**src/rtl/instr_fetch_stage_if.sv**
```systemverilog
// Fetch-stage bus: program-memory port, stall/redirect controls, and the IF/ID register outputs.
interface instr_fetch_stage_if #(
  parameter int PC_W = 16,
  parameter int IW   = 32
);
  logic            stall;
  logic            stall_pm;
  logic            branch_taken;
  logic [PC_W-1:0] branch_target;
  logic [PC_W-1:0] pm_addr;
  logic [IW-1:0]   pm_data;
  logic [IW-1:0]   ir;
  logic [PC_W-1:0] ir_pc;
  logic            ir_valid;
  logic [5:0]      op;
  logic [7:0]      bubble_cnt;

  modport master (
    input  stall, stall_pm, branch_taken, branch_target, pm_data,
    output pm_addr, ir, ir_pc, ir_valid, op, bubble_cnt
  );

  modport slave (
    output stall, stall_pm, branch_taken, branch_target, pm_data,
    input  pm_addr, ir, ir_pc, ir_valid, op, bubble_cnt
  );
endinterface

```
**src/rtl/instr_fetch_stage.sv**
```systemverilog
// Instruction fetch: owns the PC, reads program memory and registers the IF/ID instruction,
// inserting NOP bubbles on stall or redirect.
//
// state | meaning
// RESET | reset asserted; PC parked at RESET_PC
// FILL  | first fetch after reset
// RUN   | steady-state fetching
module instr_fetch_stage #(
  parameter int PC_W     = 16,
  parameter int IW       = 32,
  parameter int RESET_PC = 0
) (
  input  logic                clk,
  input  logic                reset,
  instr_fetch_stage_if.master fif
);

  typedef enum logic [1:0] {
    ST_RESET = 2'd0,
    ST_FILL  = 2'd1,
    ST_RUN   = 2'd2
  } state_e;

  localparam logic [PC_W-1:0] RESET_PC_V = PC_W'(RESET_PC);

  state_e          state_q, state_d;
  logic [PC_W-1:0] pc_q, pc_d;
  logic [IW-1:0]   ir_q, ir_d;
  logic [PC_W-1:0] ir_pc_q, ir_pc_d;
  logic            ir_valid_q, ir_valid_d;
  logic [7:0]      bubble_cnt_q, bubble_cnt_d;
  logic            bubble;

  // A redirect flushes the wrong-path fetch exactly like a stall bubble.
  assign bubble = fif.branch_taken | fif.stall;

  always_comb begin
    state_d = state_q;
    unique case (state_q)
      ST_RESET: state_d = ST_FILL;
      ST_FILL:  state_d = ST_RUN;
      ST_RUN:   state_d = ST_RUN;
      default:  state_d = ST_RESET;
    endcase

    pc_d = pc_q;
    if (fif.branch_taken)
      pc_d = fif.branch_target;
    else if (!fif.stall_pm)
      pc_d = pc_q + 1'b1;

    ir_d       = ir_q;
    ir_pc_d    = ir_pc_q;
    ir_valid_d = ir_valid_q;
    if (bubble) begin
      ir_d       = '0;
      ir_valid_d = 1'b0;
    end else if (!fif.stall_pm) begin
      ir_d       = fif.pm_data;
      ir_pc_d    = pc_q;
      ir_valid_d = 1'b1;
    end

    bubble_cnt_d = bubble_cnt_q;
    if (bubble && bubble_cnt_q != 8'hFF)
      bubble_cnt_d = bubble_cnt_q + 8'd1;
  end

  always_ff @(posedge clk) begin
    if (reset) begin
      state_q      <= ST_RESET;
      pc_q         <= RESET_PC_V;
      ir_q         <= '0;
      ir_pc_q      <= '0;
      ir_valid_q   <= 1'b0;
      bubble_cnt_q <= 8'd0;
    end else begin
      state_q      <= state_d;
      pc_q         <= pc_d;
      ir_q         <= ir_d;
      ir_pc_q      <= ir_pc_d;
      ir_valid_q   <= ir_valid_d;
      bubble_cnt_q <= bubble_cnt_d;
    end
  end

  assign fif.pm_addr    = pc_q;
  assign fif.ir         = ir_q;
  assign fif.ir_pc      = ir_pc_q;
  assign fif.ir_valid   = ir_valid_q;
  assign fif.op         = ir_q[IW-1 -: 6];
  assign fif.bubble_cnt = bubble_cnt_q;

endmodule

```
**src/flat_wrapper.sv**
```systemverilog
// flat-port wrapper written by rule: the top's interface ports become plain ports
module instr_fetch_stage_flat 
#(
  parameter int PC_W     = 16,
  parameter int IW       = 32,
  parameter int RESET_PC = 0
)
  (clk, reset, fif_stall, fif_stall_pm, fif_branch_taken, fif_branch_target, fif_pm_data, fif_pm_addr, fif_ir, fif_ir_pc, fif_ir_valid, fif_op, fif_bubble_cnt);
  instr_fetch_stage_if #(.PC_W(PC_W), .IW(IW)) fif_i ();
  input  logic clk;
  input  logic reset;
  input wire logic [$bits(fif_i.stall)-1:0] fif_stall;
  input wire logic [$bits(fif_i.stall_pm)-1:0] fif_stall_pm;
  input wire logic [$bits(fif_i.branch_taken)-1:0] fif_branch_taken;
  input wire logic [$bits(fif_i.branch_target)-1:0] fif_branch_target;
  input wire logic [$bits(fif_i.pm_data)-1:0] fif_pm_data;
  output wire logic [$bits(fif_i.pm_addr)-1:0] fif_pm_addr;
  output wire logic [$bits(fif_i.ir)-1:0] fif_ir;
  output wire logic [$bits(fif_i.ir_pc)-1:0] fif_ir_pc;
  output wire logic [$bits(fif_i.ir_valid)-1:0] fif_ir_valid;
  output wire logic [$bits(fif_i.op)-1:0] fif_op;
  output wire logic [$bits(fif_i.bubble_cnt)-1:0] fif_bubble_cnt;
  assign fif_i.stall = fif_stall;
  assign fif_i.stall_pm = fif_stall_pm;
  assign fif_i.branch_taken = fif_branch_taken;
  assign fif_i.branch_target = fif_branch_target;
  assign fif_i.pm_data = fif_pm_data;
  assign fif_pm_addr = fif_i.pm_addr;
  assign fif_ir = fif_i.ir;
  assign fif_ir_pc = fif_i.ir_pc;
  assign fif_ir_valid = fif_i.ir_valid;
  assign fif_op = fif_i.op;
  assign fif_bubble_cnt = fif_i.bubble_cnt;
  instr_fetch_stage #(.PC_W(PC_W), .IW(IW), .RESET_PC(RESET_PC)) u_core (.clk(clk), .reset(reset), .fif(fif_i));
endmodule
```
**config.mk**
```make
export PLATFORM = sky130hd
export DESIGN_NAME = instr_fetch_stage_flat
export DESIGN_NICKNAME = d
export VERILOG_FILES = /design/src/rtl/instr_fetch_stage_if.sv /design/src/rtl/instr_fetch_stage.sv /design/src/flat_wrapper.sv
export SDC_FILE = /design/constraint.sdc
export NUM_CORES = 1
export LEC_CHECK = 0
export CORE_MARGIN = 1.5
export CORE_UTILIZATION = 42
export DETAILED_ROUTE_END_ITERATION = 10
export PLACE_DENSITY = 0.92
export SYNTH_ARGS = -nofsm -noshare
export SYNTH_HDL_FRONTEND = slang
export SYNTH_SLANG_ARGS = --single-unit
```
**constraint.sdc**
```tcl
create_clock -name clk -period 2.2 [get_ports clk]
set_clock_uncertainty 0.15 [all_clocks]
set_input_delay 0.22 -clock clk [delete_from_list [all_inputs] [get_ports clk]]
set_output_delay 0.22 -clock clk [all_outputs]
set_load 0.01 [all_outputs]
```
# == Yosys cells after proc, flatten, opt, wreduce, memory -nomap -nowiden ==
# Index checks and enable logic that the tools add are counted.
# Widths: inputs -> output; s select.
# classes
n_addsub,2
n_eq_ne,2
n_mux,2
bitwise_logic,3
n_reduce_logical,3
# op_table
cell,count
$mux 16,2
$add 16x1->16 const B,1
$add 8x1->8 const B,1
$ne 8x8->1 const B,1
$ne 2x1->1 const B,1
$not 1->1,2
$reduce_and 2->1,1
$reduce_or 2->1,1
$logic_and 1x1->1,1
$or 1x1->1,1
# word_totals
ff_bits,73
out_inout_bits,79
elab_cells,17

# == Longest topological paths before layout ==
# Gate-level depths: netlist of run 1.
# depth
depth_word,3
depth_mapped,5
depth_no_buf,5

# == Worst setup path before layout of run 1 ==
# Ideal clock, no wire load.
# synth_path
path_type,register to register
from,"register u_core.pc_q[3], in the netlist u_core.fif.pm_addr[3]"
to,"register u_core.pc_q[15], in the netlist u_core.fif.pm_addr[15]"
setup_time_ns,0.103
arrival_time_ns,1.416
t_required_ns,1.947
setup_slack_ns,0.531
path_stages_with_launch,6
synth_period_minus_slack_ns,1.669
path_cell_list,dfxtp_1 -> clkbuf_2 -> nand4_4 -> nor4_2 -> nor3_1 -> a2111oi_2
# synth_via
elab_chain_len,3
# synth_rtl
item,line_no,text
"start, declared",instr_fetch_stage.sv:27,"logic [PC_W-1:0] pc_q, pc_d;"
"start signal, assigned",instr_fetch_stage.sv:79,pc_q <= pc_d;
$add 16x1->16,instr_fetch_stage.sv:50,pc_d = pc_q + 1'b1;
$mux 16,instr_fetch_stage.sv:49,else if (!fif.stall_pm)
$mux 16,instr_fetch_stage.sv:47,if (fif.branch_taken)
# No other way between the ends. The select of a mux whose other input is x is not followed.
# A chain may end at the register's enable or synchronous reset.

# == Worst setup path in the final report of run 1 ==
# layout_path
from,"register u_core.pc_q[4], in the netlist u_core.fif.pm_addr[4]"
to,"register u_core.pc_q[15], in the netlist u_core.fif.pm_addr[15]"
# The elaborated chain is that of the path after synthesis.

==> impl_metrics.json, run 1 <==
{
  "status": "completed",
  "synth.net_count": 386,
  "crit_slowest_cell": "dfxtp_1",
  "endpoint_kind": "flop",
  "post_drt_via_cell_ratio": 4.97,
  "h-tree-depth": 3,
  "place_hpwl_um": 5890,
  "synth_cells": 331,
  "ys.flop_type": "dfxtp_1",
  "synth_edf_count": 0,
  "tightest_slew_ns": 0.590,
  "drt_wl_total_um": 8050,
  "hold_viol_final": 0,
  "grt_remaining_overflow": 0,
  "intPower_w": 0.00235,
  "yosysTopAreaCellShare_pct": 48.0,
  "grtUsageTotal_pct": 20.9,
  "syn_to_final_growth_pct": 52.2,
  "tritoncts": "built",
  "p_total_w": 0.00304,
  "max_freq_ghz": 0.543,
  "p_sw_w": 0.000696,
  "hold_buffers": 0,
  "port_buffers": 131,
  "layout.nets": 510,
  "drive_gt1_share_pct": 7.17,
  "cts_setup_buffers": 0,
  "synthArstFlopShare_pct": 0,
  "first_pass_iters": 4,
  "r2r_setup_slack_ns": 0.36,
  "seqPwrFrac_pct": 46.6,
  "clkPwrFrac_pct": 40.8,
  "die_h_um": 88.1,
  "crit_type": "reg2reg",
  "share_comb_of_total_power_pct": 12.6,
  "cts.sinks": 73,
  "yosysSeqAreaShare_pct": 48.0,
  "drc": 0,
  "routedWlPerCell_um": 14.5,
  "cts.clk_slew.worst_paths_ns": 0.07,
  "cts_buffers": 9,
  "swShare_pct": 22.9,
  "hold_ws_ns": 0.187,
  "grt_pass1_vias": 2616,
  "core-area_mm2": 0.00691,
  "vdd_ir_drop_max_v": 0.000427,
  "synth_top_area_cell": "dfxtp_1",
  "clockBufferDepth": 2,
  "grt_start_max_net_pins": 41,
  "drt_iter0_drc": 160,
  "cp.required_ns": 2.29,
  "final_cell_mix": "130 x clkdlybuf4s50_1, 73 x dfxtp_1, 55 x nor2_1, 41 x nand2_1, 34 x mux2i_1",
  "io_pins": 132,
  "worstPathArrival_ns": 1.93,
  "root_buffer": "clkbuf_8",
  "post_cts_resized": 0,
  "cap_violations": 0,
  "ant_nets": 0,
  "setup_violations": 0,
  "diodes": 0,
  "slew_violations": 0,
  "holdCritPathClass": "in2reg",
  "power.density_mw_per_mm2": 657,
  "syn-cell-area_mm2": 0.00304,
  "timing.setup.tns_ns": 0,
  "path_cells": "nand4_4 > nor4_2 > nor3_1 > a2111oi_2",
  "num_rows": 30,
  "fin_crit_ns": 1.84,
  "die_area_mm2": 0.00776,
  "cpPeakStageDelay_ns": 0.49,
  "gp_congestion": 0.806,
  "synthTopCellsByArea": "dfxtp_1 48%, mux2i_1 11%, nor2_1 6.8%",
  "initial_utilization_pct": 44.0,
  "maxSlewHeadroom_pct": 60.7,
  "rsz0062_at_grt": "false",
  "antenna_found_initial": 0,
  "ys.warnings.count": 0,
  "crit_fanout": 9,
  "die_w_um": 88.1,
  "leakagePower_nw": 1.71,
  "start_kind": "flop",
  "vias": 2762,
  "worstSkewPairLatency_ns": 0.34,
  "synth-seq-cells": 73,
  "min_period_over_period_pct": 83.7,
  "synth.avg_cell_area_um2": 9.19,
  "final_common_cell": "clkdlybuf4s50_1",
  "synth_cell_types": 40,
  "grt_pass1_wl_um": 12500
}
[stage by stage]
step                      instances  util (%)  setup WS [ns]  cell area, um^2
after floorplan                 331         -          0.531             3040
after global placement          540      63.6          0.265             4400
after detailed placement        540      63.6          0.217             4400
after CTS                       556      67.0          0.354             4630
after global routing            556      67.0          0.230             4630
final                           556      67.0          0.360             4630
[synthesized netlist by cell type, types with 4 or more instances]
library cell / number
nand3_1: 5
clkbuf_1: 11
a21oi_1: 23
nor4_2: 5
nand2_1: 41
nor2_1: 55
xnor2_1: 12
mux2i_1: 34
dfxtp_1: 73
buf_2: 6
inv_1: 4
or3_1: 4
a211oi_1: 8
nor3_1: 7
buf_4: 6
[layout make-up]
class | count | area [um^2]
Fill cell | 605 | 2280
Sequential cell | 73 | 1460
Multi-Input combinational cell | 228 | 1440
Timing Repair Buffer | 138 | 1360
Clock buffer | 11 | 131
Tap cell | 96 | 120
Clock inverter | 5 | 104
Inverter | 5 | 18.8
[kinds of logic (layout without fill, tap and decap cells)]
kind of cell,count (synthesis),after routing,share of synthesized area [%]
simple gates,131,131,21.0
flops,73,73,48.0
compound gates,46,46,9.87
mux,34,34,11.2
buf+inv,30,159,4.73
xor+xnor,15,15,4.32
fa+ha+maj,2,2,0.823
[flip-flops by register name, indices dropped and copies added (netlist names)]
name	count
u_core.fif.bubble_cnt	8
u_core.fif.ir	32
u_core.fif.ir_pc	16
u_core.fif.ir_valid	1
u_core.fif.pm_addr	16
[critical path: cells and delay by family (launching register included)]
kind             cells  cell delay (ns)
flip-flops           1             0.49
AO/OA/AOI/OAI        1             0.27
AND/OR/NAND/NOR      3             0.83
[path summary, 6_finish.rpt]
path                         startpoint  cells after the start                endpoint
setup / recovery  u_core.fif.pm_addr[4]                      4  u_core.fif.pm_addr[15]
hold / removal             fif_stall_pm                      4   u_core.fif.pm_addr[2]
setup reg to reg  u_core.fif.pm_addr[4]                      4  u_core.fif.pm_addr[15]
hold reg to reg     u_core.fif.ir_pc[6]                      2     u_core.fif.ir_pc[6]
[per-layer routing]
metal | vias up | part of all wire [%] | GRT usage (%)
met1 | 1289 | 41 | 25.0
met5 | - | 0 | 0
met3 | 9 | 5.6 | 3.96
li1 | 1374 | - | -
met4 | 0 | 1.1 | 8.95
met2 | 90 | 52 | 36.6
[power groups by stage]
stage | clock network, W | logic [W] | registers (W)
2_1_floorplan | 0 | 0.000153 | 0.00146
3_3_place_gp | 0 | 0.000376 | 0.00144
3_5_place_dp | 0 | 0.000385 | 0.00145
4_1_cts | 0.00127 | 0.000387 | 0.00142
5_1_grt | 0.00134 | 0.000414 | 0.00142
6_report | 0.00124 | 0.000383 | 0.00142
Power figures use the tool's default switching activity.
==> run 2: changes to the inputs <==
- clock period: 2.2 -> 1.8 ns (I/O delays scaled with it)
==> run 2 against run 1 <==
  * Clock power down 10%
  * Critical path depth shrank 2
  * Wire length grew 6.5%
  * Non-clock buffer count is 18 higher
  * Worst setup slack worse by 0.31 ns
  * Combinational power increased by 38%
  * Die area unchanged
  * Final cell count grew 3.1%
  * Power increased by 10%
  * Sequential power up 21%
  * Hold slack lost 0.050 ns
  * Register-to-register slack worse by 0.26 ns
==> impl_metrics.json, run 2 (synthesis gave the netlist of run 1 again) <==
{
  "grt_pass1_wl_um": 13100,
  "final.setup.worst_slack_ns": 0.0481,
  "routedWlPerCell_um": 15.0,
  "drc": 0,
  "antenna_found_initial": 0,
  "min_period_over_period_pct": 97.3,
  "start_kind": "flop",
  "final_common_cell": "clkdlybuf4s50_1",
  "syn_to_final_growth_pct": 56.2,
  "leakagePower_nw": 1.80,
  "clockBufferDepth": 2,
  "num_rows": 30,
  "h-tree-depth": 3,
  "cp.required_ns": 1.47,
  "endpoint_kind": "primary output",
  "diodes": 0,
  "die_w_um": 88.1,
  "stdcell_count": 573,
  "placed_cells": 558,
  "vias": 2919,
  "grtUsageTotal_pct": 21.6,
  "fin_crit_ns": 1.75,
  "largest_reg_flops": 32,
  "tritoncts": "built",
  "die_area_mm2": 0.00776,
  "root_buffer": "clkbuf_8",
  "layout.nets": 528,
  "placed_area_mm2": 0.00457,
  "status": "completed",
  "power.density_mw_per_mm2": 707,
  "worstPathArrival_ns": 1.42,
  "seqPwrFrac_pct": 51.2,
  "slew_violations": 0,
  "setup_violations": 0,
  "grt_remaining_overflow": 0,
  "die_h_um": 88.1,
  "worstSkewPairLatency_ns": 0.34,
  "drive_gt1_share_pct": 11.7,
  "gp_congestion": 0.876,
  "place_hpwl_um": 6280,
  "p_sw_w": 0.000852,
  "max_freq_ghz": 0.571,
  "share_comb_of_total_power_pct": 15.7,
  "io_pins": 132,
  "clkPwrFrac_pct": 33.1,
  "grt_pass1_vias": 2821,
  "drt_iter0_drc": 147,
  "maxSlewHeadroom_pct": 72.8,
  "timing.setup.tns_ns": 0,
  "cap_violations": 0,
  "post_drt_via_cell_ratio": 5.09,
  "core-area_mm2": 0.00691,
  "vdd_ir_drop_max_v": 0.000489,
  "cts_buffers": 9,
  "crit_fanout": 5,
  "r2r-start": "u_core.fif.pm_addr[0]",
  "port_buffers": 131,
  "cts_setup_buffers": 0,
  "cts.sinks": 73,
  "tightest_slew_ns": 0.404,
  "holdCritPathClass": "in2reg",
  "cts.clk_slew.worst_paths_ns": 0.07,
  "drt_wl_total_um": 8570,
  "crit_type": "reg2out",
  "crit_start": "u_core.fif.pm_addr[4]",
  "ant_nets": 0,
  "intPower_w": 0.00251,
  "swShare_pct": 25.4,
  "final_cell_area_mm2": 0.00475,
  "first_pass_iters": 4,
  "initial_utilization_pct": 44.0,
  "post-place-ws_ns": -0.0816,
  "hold_viol_final": 0,
  "final_cell_mix": "130 x clkdlybuf4s50_1, 68 x dfxtp_1, 55 x nor2_1, 41 x nand2_1, 34 x mux2i_1",
  "rsz0062_at_grt": "false",
  "grt_start_max_net_pins": 41,
  "min_from": "fif_stall_pm",
  "final_util_pct": 68.8
}
==> run 2: cell types whose count changed in the layout (fill, tap and decap cells not counted), sizes merged <==
| cell | previous run | this run |
|---|---|---|
| buf | 8 | 26 |
| bufinv | 3 | 0 |
| clkbuf | 11 | 12 |
| clkinvlp | 0 | 1 |
==> run 2: final timing paths <==
| check | cells after the start | to | slack [ns] |
|---|---|---|---|
| hold reg to reg | 2 | u_core.fif.ir_pc[13] | 0.31 |
| hold / removal | 4 | u_core.fif.pm_addr[2] | 0.14 |
| setup reg to reg | 5 | u_core.fif.pm_addr[12] | 0.10 |
| setup / recovery | 2 | fif_pm_addr[4] | 0.05 |
==> run 2: timing repair <==
action,CTS,global route
setup endpoints to repair,1,8
hold buffers,0,0
resized for setup,1,6
==> run 2: area by class of cell <==
class	count	area [um^2]
clock buffer	12	145
clock inverter	3	17.5
fill	557	2160
inverter	5	18.8
multi-input combinational	228	1450
sequential	73	1470
tap	96	120
timing repair buffer	156	1530
==> run 2: through the flow <==
| step | hold slack, ns | total power (W) |
|---|---|---|
| floorplan | 0.173 | 0.00197 |
| global placement | 0.288 | 0.00226 |
| detailed placement | 0.298 | 0.00228 |
| CTS | 0.117 | 0.00338 |
| global route | 0.182 | 0.00350 |
| finish | 0.137 | 0.00336 |
==> run 2: power groups by stage <==
stage	combinational (W)	clock, W	sequential [W]
6_report	0.000527	0.00111	0.00172
5_1_grt	0.000566	0.00121	0.00173
4_1_cts	0.000527	0.00114	0.00172
3_5_place_dp	0.000524	0	0.00175
3_3_place_gp	0.000512	0	0.00175
2_1_floorplan	0.000187	0	0.00178
==> run 2: critical path: stages (launching register included) <==
cell and delay, ns:
dfxtp_1 0.38, buf_4 0.17, clkdlybuf4s50_1 0.54
==> run 2: per-layer routing <==
layer  routed length, um  vias up  GRT usage (%)
met5                   0        -              0
met4                 163        0           10.1
met3                 572       12           4.43
met2                4440      119           37.3
met1                3400     1383           25.6
li1                    -     1405              -
==> run 3: changes to the inputs <==
- CAP_MARGIN: unset -> 20
==> results of run 3 <==
Same layout as run 2: the final DEF is identical, and so are final timing and power.
